<file path="config.mk">
export PLATFORM = sky130hd
export DESIGN_NAME = regfile_mp
export DESIGN_NICKNAME = d
export VERILOG_FILES = /design/src/rtl/regfile_mp.sv
export SDC_FILE = /design/constraint.sdc
export NUM_CORES = 2
export LEC_CHECK = 0
export ABC_CLOCK_PERIOD_IN_PS = 2900
export BUFFER_PORTS_ARGS = -buffer_cell sky130_fd_sc_hd__clkbuf_2
export CAP_MARGIN = 20
export CORE_MARGIN = 1
export CORE_UTILIZATION = 35
export CTS_BUF_LIST = sky130_fd_sc_hd__clkbuf_8
export DETAILED_ROUTE_END_ITERATION = 12
export GPL_ROUTABILITY_DRIVEN = 0
export GPL_TIMING_DRIVEN = 0
export PLACE_DENSITY = 0.49
export SLEW_MARGIN = 10
export SYNTH_ARGS = -nofsm -noshare
export SYNTH_HDL_FRONTEND = slang
export SYNTH_SLANG_ARGS = --single-unit
export TNS_END_PERCENT = 30
</file>
<file path="constraint.sdc">
create_clock -name clk -period 2.9 [get_ports clk]
set_input_delay 0.435 -clock clk [delete_from_list [all_inputs] [get_ports clk]]
set_output_delay 0.435 -clock clk [all_outputs]
set_load 0.01 [all_outputs]
</file>
<file path="src/rtl/regfile_mp.sv">
// -----------------------------------------------------------------------------
// regfile_mp : clocked multi-port integer register file for the CPU core.
//
// Purpose
//   NUM_RD synchronous read ports (1-cycle latency, no combinational path from
//   rd_addr to rd_data), one pipeline write port, one UART loader write port,
//   and a per-register busy scoreboard that decode uses to stall on in-flight
//   producers.
//
// Configuration macro
//   REGFILE_BYPASS_EN : when defined, a read that samples an index on the same
//                       edge as a committing write returns the new value
//                       (pipeline data preferred over UART data). When
//                       undefined, that read returns the old contents.
//
// Ports
//   clk        in   core clock, all state updates on rising edge
//   reset_n    in   asynchronous active-low reset
//   rd_addr    in   NUM_RD*ADDR_W read indices, port i at [i*ADDR_W +: ADDR_W]
//   rd_data    out  NUM_RD*DATA_W registered read data, port i at [i*DATA_W +: DATA_W]
//   rd_busy    out  NUM_RD registered busy flag of the register read on port i
//   wr_en      in   pipeline write enable (writeback stage)
//   wr_addr    in   pipeline write index
//   wr_data    in   pipeline write data
//   uart_we    in   UART loader write enable
//   uart_addr  in   UART write index
//   uart_data  in   UART write data
//   busy_set   in   mark busy_addr as having an in-flight producer
//   busy_addr  in   index to mark busy
//   flush      in   clear all busy bits
// -----------------------------------------------------------------------------
module regfile_mp #(
  parameter  int DATA_W  = 32,
  parameter  int REG_NUM = 32,
  parameter  int NUM_RD  = 2,
  parameter  int R0_ZERO = 1,
  localparam int ADDR_W  = $clog2(REG_NUM)
) (
  input  logic                     clk,
  input  logic                     reset_n,
  input  logic [NUM_RD*ADDR_W-1:0] rd_addr,
  output logic [NUM_RD*DATA_W-1:0] rd_data,
  output logic [NUM_RD-1:0]        rd_busy,
  input  logic                     wr_en,
  input  logic [ADDR_W-1:0]        wr_addr,
  input  logic [DATA_W-1:0]        wr_data,
  input  logic                     uart_we,
  input  logic [ADDR_W-1:0]        uart_addr,
  input  logic [DATA_W-1:0]        uart_data,
  input  logic                     busy_set,
  input  logic [ADDR_W-1:0]        busy_addr,
  input  logic                     flush
);

  localparam bit C_R0_ZERO = (R0_ZERO != 0);

  // Architectural state
  logic [DATA_W-1:0]        r_regs [REG_NUM];
  logic [REG_NUM-1:0]       r_busy;
  logic [NUM_RD*DATA_W-1:0] r_rd_data;
  logic [NUM_RD-1:0]        r_rd_busy;

  // Next-state views
  logic [DATA_W-1:0]        w_regs_nxt [REG_NUM];
  logic [REG_NUM-1:0]       w_busy_nxt;
  logic [ADDR_W-1:0]        w_rd_addr [NUM_RD];
  logic [DATA_W-1:0]        w_rd_data_nxt [NUM_RD];
  logic [NUM_RD-1:0]        w_rd_busy_nxt;

  assign rd_data = r_rd_data;
  assign rd_busy = r_rd_busy;

  // Register next values: pipeline write beats UART write to the same index
  always_comb begin
    for (int k = 0; k < REG_NUM; k++) begin
      if (C_R0_ZERO && (k == 0)) begin
        w_regs_nxt[k] = {DATA_W{1'b0}};
      end else if (wr_en && (wr_addr == ADDR_W'(k))) begin
        w_regs_nxt[k] = wr_data;
      end else if (uart_we && (uart_addr == ADDR_W'(k))) begin
        w_regs_nxt[k] = uart_data;
      end else begin
        w_regs_nxt[k] = r_regs[k];
      end
    end
  end

  // Busy next values: flush > set > pipeline-write clear; UART never touches busy
  always_comb begin
    for (int k = 0; k < REG_NUM; k++) begin
      if (flush) begin
        w_busy_nxt[k] = 1'b0;
      end else if (C_R0_ZERO && (k == 0)) begin
        w_busy_nxt[k] = 1'b0;
      end else if (busy_set && (busy_addr == ADDR_W'(k))) begin
        w_busy_nxt[k] = 1'b1;
      end else if (wr_en && (wr_addr == ADDR_W'(k))) begin
        w_busy_nxt[k] = 1'b0;
      end else begin
        w_busy_nxt[k] = r_busy[k];
      end
    end
  end

  // Unpack the per-port read indices
  always_comb begin
    for (int p = 0; p < NUM_RD; p++) begin
      w_rd_addr[p] = rd_addr[p*ADDR_W +: ADDR_W];
    end
  end

  // Read-port next values; busy always reflects the post-edge scoreboard
  always_comb begin
    for (int p = 0; p < NUM_RD; p++) begin
      if (C_R0_ZERO && (w_rd_addr[p] == {ADDR_W{1'b0}})) begin
        w_rd_data_nxt[p] = {DATA_W{1'b0}};
      end else begin
`ifdef REGFILE_BYPASS_EN
        // Same-edge write is forwarded: read the post-write contents
        w_rd_data_nxt[p] = w_regs_nxt[w_rd_addr[p]];
`else
        // Same-edge write is not visible until the following read
        w_rd_data_nxt[p] = r_regs[w_rd_addr[p]];
`endif
      end
      w_rd_busy_nxt[p] = w_busy_nxt[w_rd_addr[p]];
    end
  end

  // Register array and scoreboard state
  always_ff @(posedge clk or negedge reset_n) begin
    if (!reset_n) begin
      for (int k = 0; k < REG_NUM; k++) begin
        r_regs[k] <= {DATA_W{1'b0}};
      end
      r_busy <= {REG_NUM{1'b0}};
    end else begin
      for (int k = 0; k < REG_NUM; k++) begin
        r_regs[k] <= w_regs_nxt[k];
      end
      r_busy <= w_busy_nxt;
    end
  end

  // Registered read outputs
  always_ff @(posedge clk or negedge reset_n) begin
    if (!reset_n) begin
      r_rd_data <= {(NUM_RD*DATA_W){1'b0}};
      r_rd_busy <= {NUM_RD{1'b0}};
    end else begin
      for (int p = 0; p < NUM_RD; p++) begin
        r_rd_data[p*DATA_W +: DATA_W] <= w_rd_data_nxt[p];
      end
      r_rd_busy <= w_rd_busy_nxt;
    end
  end

endmodule

</file>
Word-level counts from Yosys, hierarchy flattened
Index checks and enable logic that the tools add are counted.
Storage, ports and cells
  register bits: 1089
  input port bits: 95
  logic and storage cells: 426
Cells by class
  order comparisons: 4
  eq/ne operators: 93
  muxes and demuxes: 167
  bitwise gates (word level): 2
  reduce and logical (&&, ||, !) cells: 126
Operators with widths (number)
  32-bit two-way mux: 68
  32-bit binary-select mux with 5-bit select: 2
  5-bit == test, second input constant: 48
  5-bit by 4-bit == test with 1-bit output, second input constant: 24
  1-bit two-way mux: 95
  1-bit logical AND: 93
  2-bit nonzero test: 31
  5-bit by 3-bit == test with 1-bit output, second input constant: 12
  5-bit by 2-bit == test with 1-bit output, second input constant: 6
  5-bit by 1-bit == test with 1-bit output, second input constant: 3
  6-bit greater-or-equal comparator, second input constant: 2
  5-bit by 6-bit < comparator with 1-bit output, second input constant: 2
  5-bit NOT with 6-bit output: 2
  1-bit binary-select mux with 5-bit select: 2
  5-bit logical NOT: 2

Longest topological paths before layout
  depth in word-level cells: 7
  gate-level depth with buffers: 9
  depth with buffers taken out: 6

Worst setup path before layout
Ideal clock, no wire load.
  kind: input -> register
  start point: input rd_addr[0]
  end point: register r_rd_data[10], in the netlist rd_data[10]
  library setup time: 0.117 ns
  arrival: 2.198 ns
  slack: 0.585 ns
  cell stages on the path: 7
  buffers on the path: 3
  path through: clkbuf_1 -> clkbuf_1 -> buf_2 -> mux4_2 -> mux4_2 -> nor2_1 -> nor2_1
RTL lines
  from (decl): line 41  | input logic [NUM_RD*ADDR_W-1:0] rd_addr,
  to (signal assigned): line 148  | r_rd_data <= {(NUM_RD*DATA_W){1'b0}};
  to (signal, indexed assignment): line 152  | r_rd_data[p*DATA_W +: DATA_W] <= w_rd_data_nxt[p];
  to (decl): line 60  | logic [NUM_RD*DATA_W-1:0] r_rd_data;

==> metrics.csv <==
stage,metric,value,unit
place,IO buf count,148,
grt,vias in the first global route,55000,
final_layout,layout cells sized above 1,20.6,%
setup_path,crit end category,flop,
sta,Final Max Tran Viols,0,
final_layout,fin area,75500,um2
setup_path,Crit path arrival time,3960,ps
clock_network,clk root buf,clkbuf_8,
clock_network,H-tree depth,4,
setup_path,Worst path slowest cell,clkbuf_1,
sta,fin worst setup slack,-251,ps
route,post-route ant nets,0,
yosys,register area share after synthesis,41.5,%
setup_path,cells along the critical path,clkbuf_2 > clkbuf_1 > clkbuf_2 > clkbuf_2 > mux4_2 > nor2_1 > nor2_1,
route,initial DRC count,8297,
pwr,worst vdd rail ir drop,0.000440,V
run_status,status,"finished, violations left",
sta,relative slew slack,11.9,%
final_layout,Final nets,6571,
yosys,Yosys reg bits,1089,
floorplan,cell row count,158,
sta,fin crit share,109,%
yosys,most common flop cell mapped by yosys,dfrtp_1,
pwr,P_leak,31.9,nW
yosys,Post-synth EDFFs,0,
grt,met2 GRT Util,48.1,%
sta,setup TNS,-3570,ps
final_layout,Area Growth Syn to Fin,15.0,%
setup_path,worst stage delay on the critical path,890,ps
clock_network,CTS max path bufs,3,
pwr,P per Cell Area,682,nW/um2
yosys,post-synthesis net count,6077,
grt,GRT met3 Usage,9.54,%
yosys,Ys Warns,0,
grt,first-pass GRT wire length,445000,um
yosys,Avg Inst Size Synth,11.0,um2
route,drt pass-1 iters,6,
grt,largest net degree at the start of global routing,93,
setup_path,CP startpoint,rd_addr[7],
setup_path,critical path startpoint category,input pin,
run_status,failing checks,negative setup slack,
setup_path,critical path type,input pin to flop,
grt,gr usage total,33.5,%
clock_network,"CTS clk-pin slew, worst paths",60,ps
place,cell area after placement,70400,um2
sta,worst slew pin tran,1320,ps
setup_path,WP buf/inv,4,
place,Place WS,-1300,ps
route,post-DR wirelength/cell,35.5,um
clock_network,CTS tree,done,
grt,GR peak layer,met2,
floorplan,full die area,189000,um2
route,Vias,57000,
route,DRC,0,
route,final WL,323000,um
run,MaxCap Viol Count,0,
grt,initial antenna violation count,19,
clock_network,clock sink total,1089,
floorplan,Initial Utilization,35.3,%
floorplan,Core ar.,186000,um2
sta,clk_skew,58.5,ps
clock_network,worst skew pair latency,1040,ps
setup_path,Worst R2R Start,r_regs[887],
route,Vias/cell,6.25,
hold_path,Worst Hold Class,input pin to async pin,
place,DP HPWL,237000,um
setup_path,R2R Setup Slk,650,ps
clock_network,CTS buffer count,203,
setup_path,most frequent CP cell,clkbuf_2,
setup_path,reg2reg end,rd_data[55],
setup_path,Worst Reg-to-Reg Cells,4,
yosys,"top cells by area, synth","dfrtp_1, mux4_2, mux2i_1, nor2_1, o21ai_0",
yosys,share of flip-flops with an asynchronous set or reset,100,%
final_layout,utilization after layout,40.6,%
setup_path,"Max FO, Critical Path",10,
floorplan,Die X,435,um
yosys,Yosys top cell by area,dfrtp_1,
setup_path,cell family with most CP delay,buffers and inverters,
yosys,Yosys top cell area share,41.5,%
grt,global route total overflow,0,
floorplan,IO Count,161,
sta,fmax,317,MHz
sta,RSZ-0062 raised after global routing,yes,
sta,Final min period,3150,ps
yosys,Synth Instances,5982,
grt,routing usage on met1,44.4,%
setup_path,CP Data Required Time,3710,ps
sta,"Hold Vio Cnt, Final",0,
yosys,Post-Syn Area,65700,um2
pwr,Final Power,51.5,mW
sta,Final setup viols,33,
floorplan,Die Ht,435,um
yosys,library cells used by synthesis,65,
## final cells by class
class                      count  area, um2
fill                       18200     110000
multi-input combinational   4186      35500
sequential                  1089      27300
clock buffer                 253       3480
tap                         2480       3100
buffer                       695       2900
timing repair buffer         289       2550
clock inverter               103        604
inverter                      12       45.0
antenna                       12       30.0
## how the worst max path moves through the flow
stage,endpoint,slack [ps],depth (start not counted)
finish,rd_data[55],-250,7
CTS,rd_data[46],50,7
floorplan,rd_data[10],590,7
global route,rd_data[55],-20,7
detailed placement,rd_data[10],-1300,8
global placement,r_regs[50],-28100,1
## worst register-to-register path, cell delays in order, from the launching register on
cell	delay [ps]
dfrtp_1	420
mux4_2	470
mux4_2	480
nor2_1	410
nor2_1	240
## layer usage
layer / vias to the layer above / share of wire (%)
met5: - / 0.075
met4: 6 / 7.1
met3: 829 / 11
met2: 3978 / 42
met1: 29400 / 39
li1: 22800 / -
## cell usage after synthesis, types with 5 or more instances
library cell,number
mux4_2,576
buf_4,5
o22ai_1,5
a22oi_1,6
nor2b_1,10
nand2_1,609
nand2b_1,11
nand4_1,5
nor2_1,682
a22o_1,63
and4b_1,5
clkbuf_1,486
buf_2,157
o211ai_1,16
nand3_1,11
a21oi_1,466
mux2i_1,993
buf_6,5
dfrtp_1,1089
o31ai_1,6
o21ai_1,53
mux2_2,65
o21ai_0,505
inv_1,7
buf_1,42
a31oi_1,9
nor3_1,5
or2_2,8
## through the flow
stage,hold WS (ps),cells
final,48.1,9119
after global routing,65.1,9116
after CTS,1.20,9093
after detailed placement,502,8659
after global placement,521,8610
after floorplan,139,5982
## cell families (layout without fill, tap and decap cells)
group | after synthesis | count (layout) | share of synthesized area (%)
compound gates | 1163 | 1163 | 9.59
xor+xnor | 4 | 4 | 0.0533
buf+inv | 707 | 1352 | 4.43
flops | 1089 | 1089 | 41.5
mux | 1634 | 1634 | 36.0
other cells | 0 | 12 | 0
simple gates | 1385 | 1385 | 8.42
## where the power goes
part | internal [mW] | switching (mW) | total, mW
Combinational | 7.00 | 6.55 | 13.5
Sequential | 19.1 | 3.17 | 22.3
Clock | 8.11 | 7.55 | 15.7
Total | 34.2 | 17.3 | 51.5
## registers in the layout, summed over array words and instances (netlist names)
register and flops:
r_busy 31, r_regs 992, rd_busy 2, rd_data 64
## cell usage in the layout (no fill, tap or decap), drive strengths merged, types with 4 or more instances in the layout
| master | n |
|---|---|
| xnor2 | 4 |
| dfrtp | 1089 |
| nand3 | 11 |
| mux2i | 993 |
| a31oi | 9 |
| inv | 82 |
| buf | 272 |
| nand4b | 4 |
| nand2 | 609 |
| clkinv | 28 |
| nor3b | 4 |
| diode | 12 |
| o22ai | 5 |
| nor2 | 683 |
| nor3 | 7 |
| a32oi | 4 |
| nand4 | 5 |
| o211ai | 18 |
| clkbuf | 886 |
| o21ai | 558 |
| a21oi | 467 |
| and4b | 5 |
| a22oi | 6 |
| mux2 | 65 |
| nor2b | 10 |
| nand2b | 11 |
| o31ai | 6 |
| a22o | 63 |
| or2 | 11 |
| a311oi | 4 |
| a32o | 4 |
| nor4 | 5 |
| mux4 | 576 |
| dlygate4sd3 | 78 |
## repair_timing
action | CTS | global route
gates resized for setup | 7 | 3
endpoints found under the hold margin | 318 | 0
buffers inserted | 0 | 0
hold buffers | 78 | 0
endpoints found under the setup margin | 28 | 22
(Power assumes the default switching activity.)
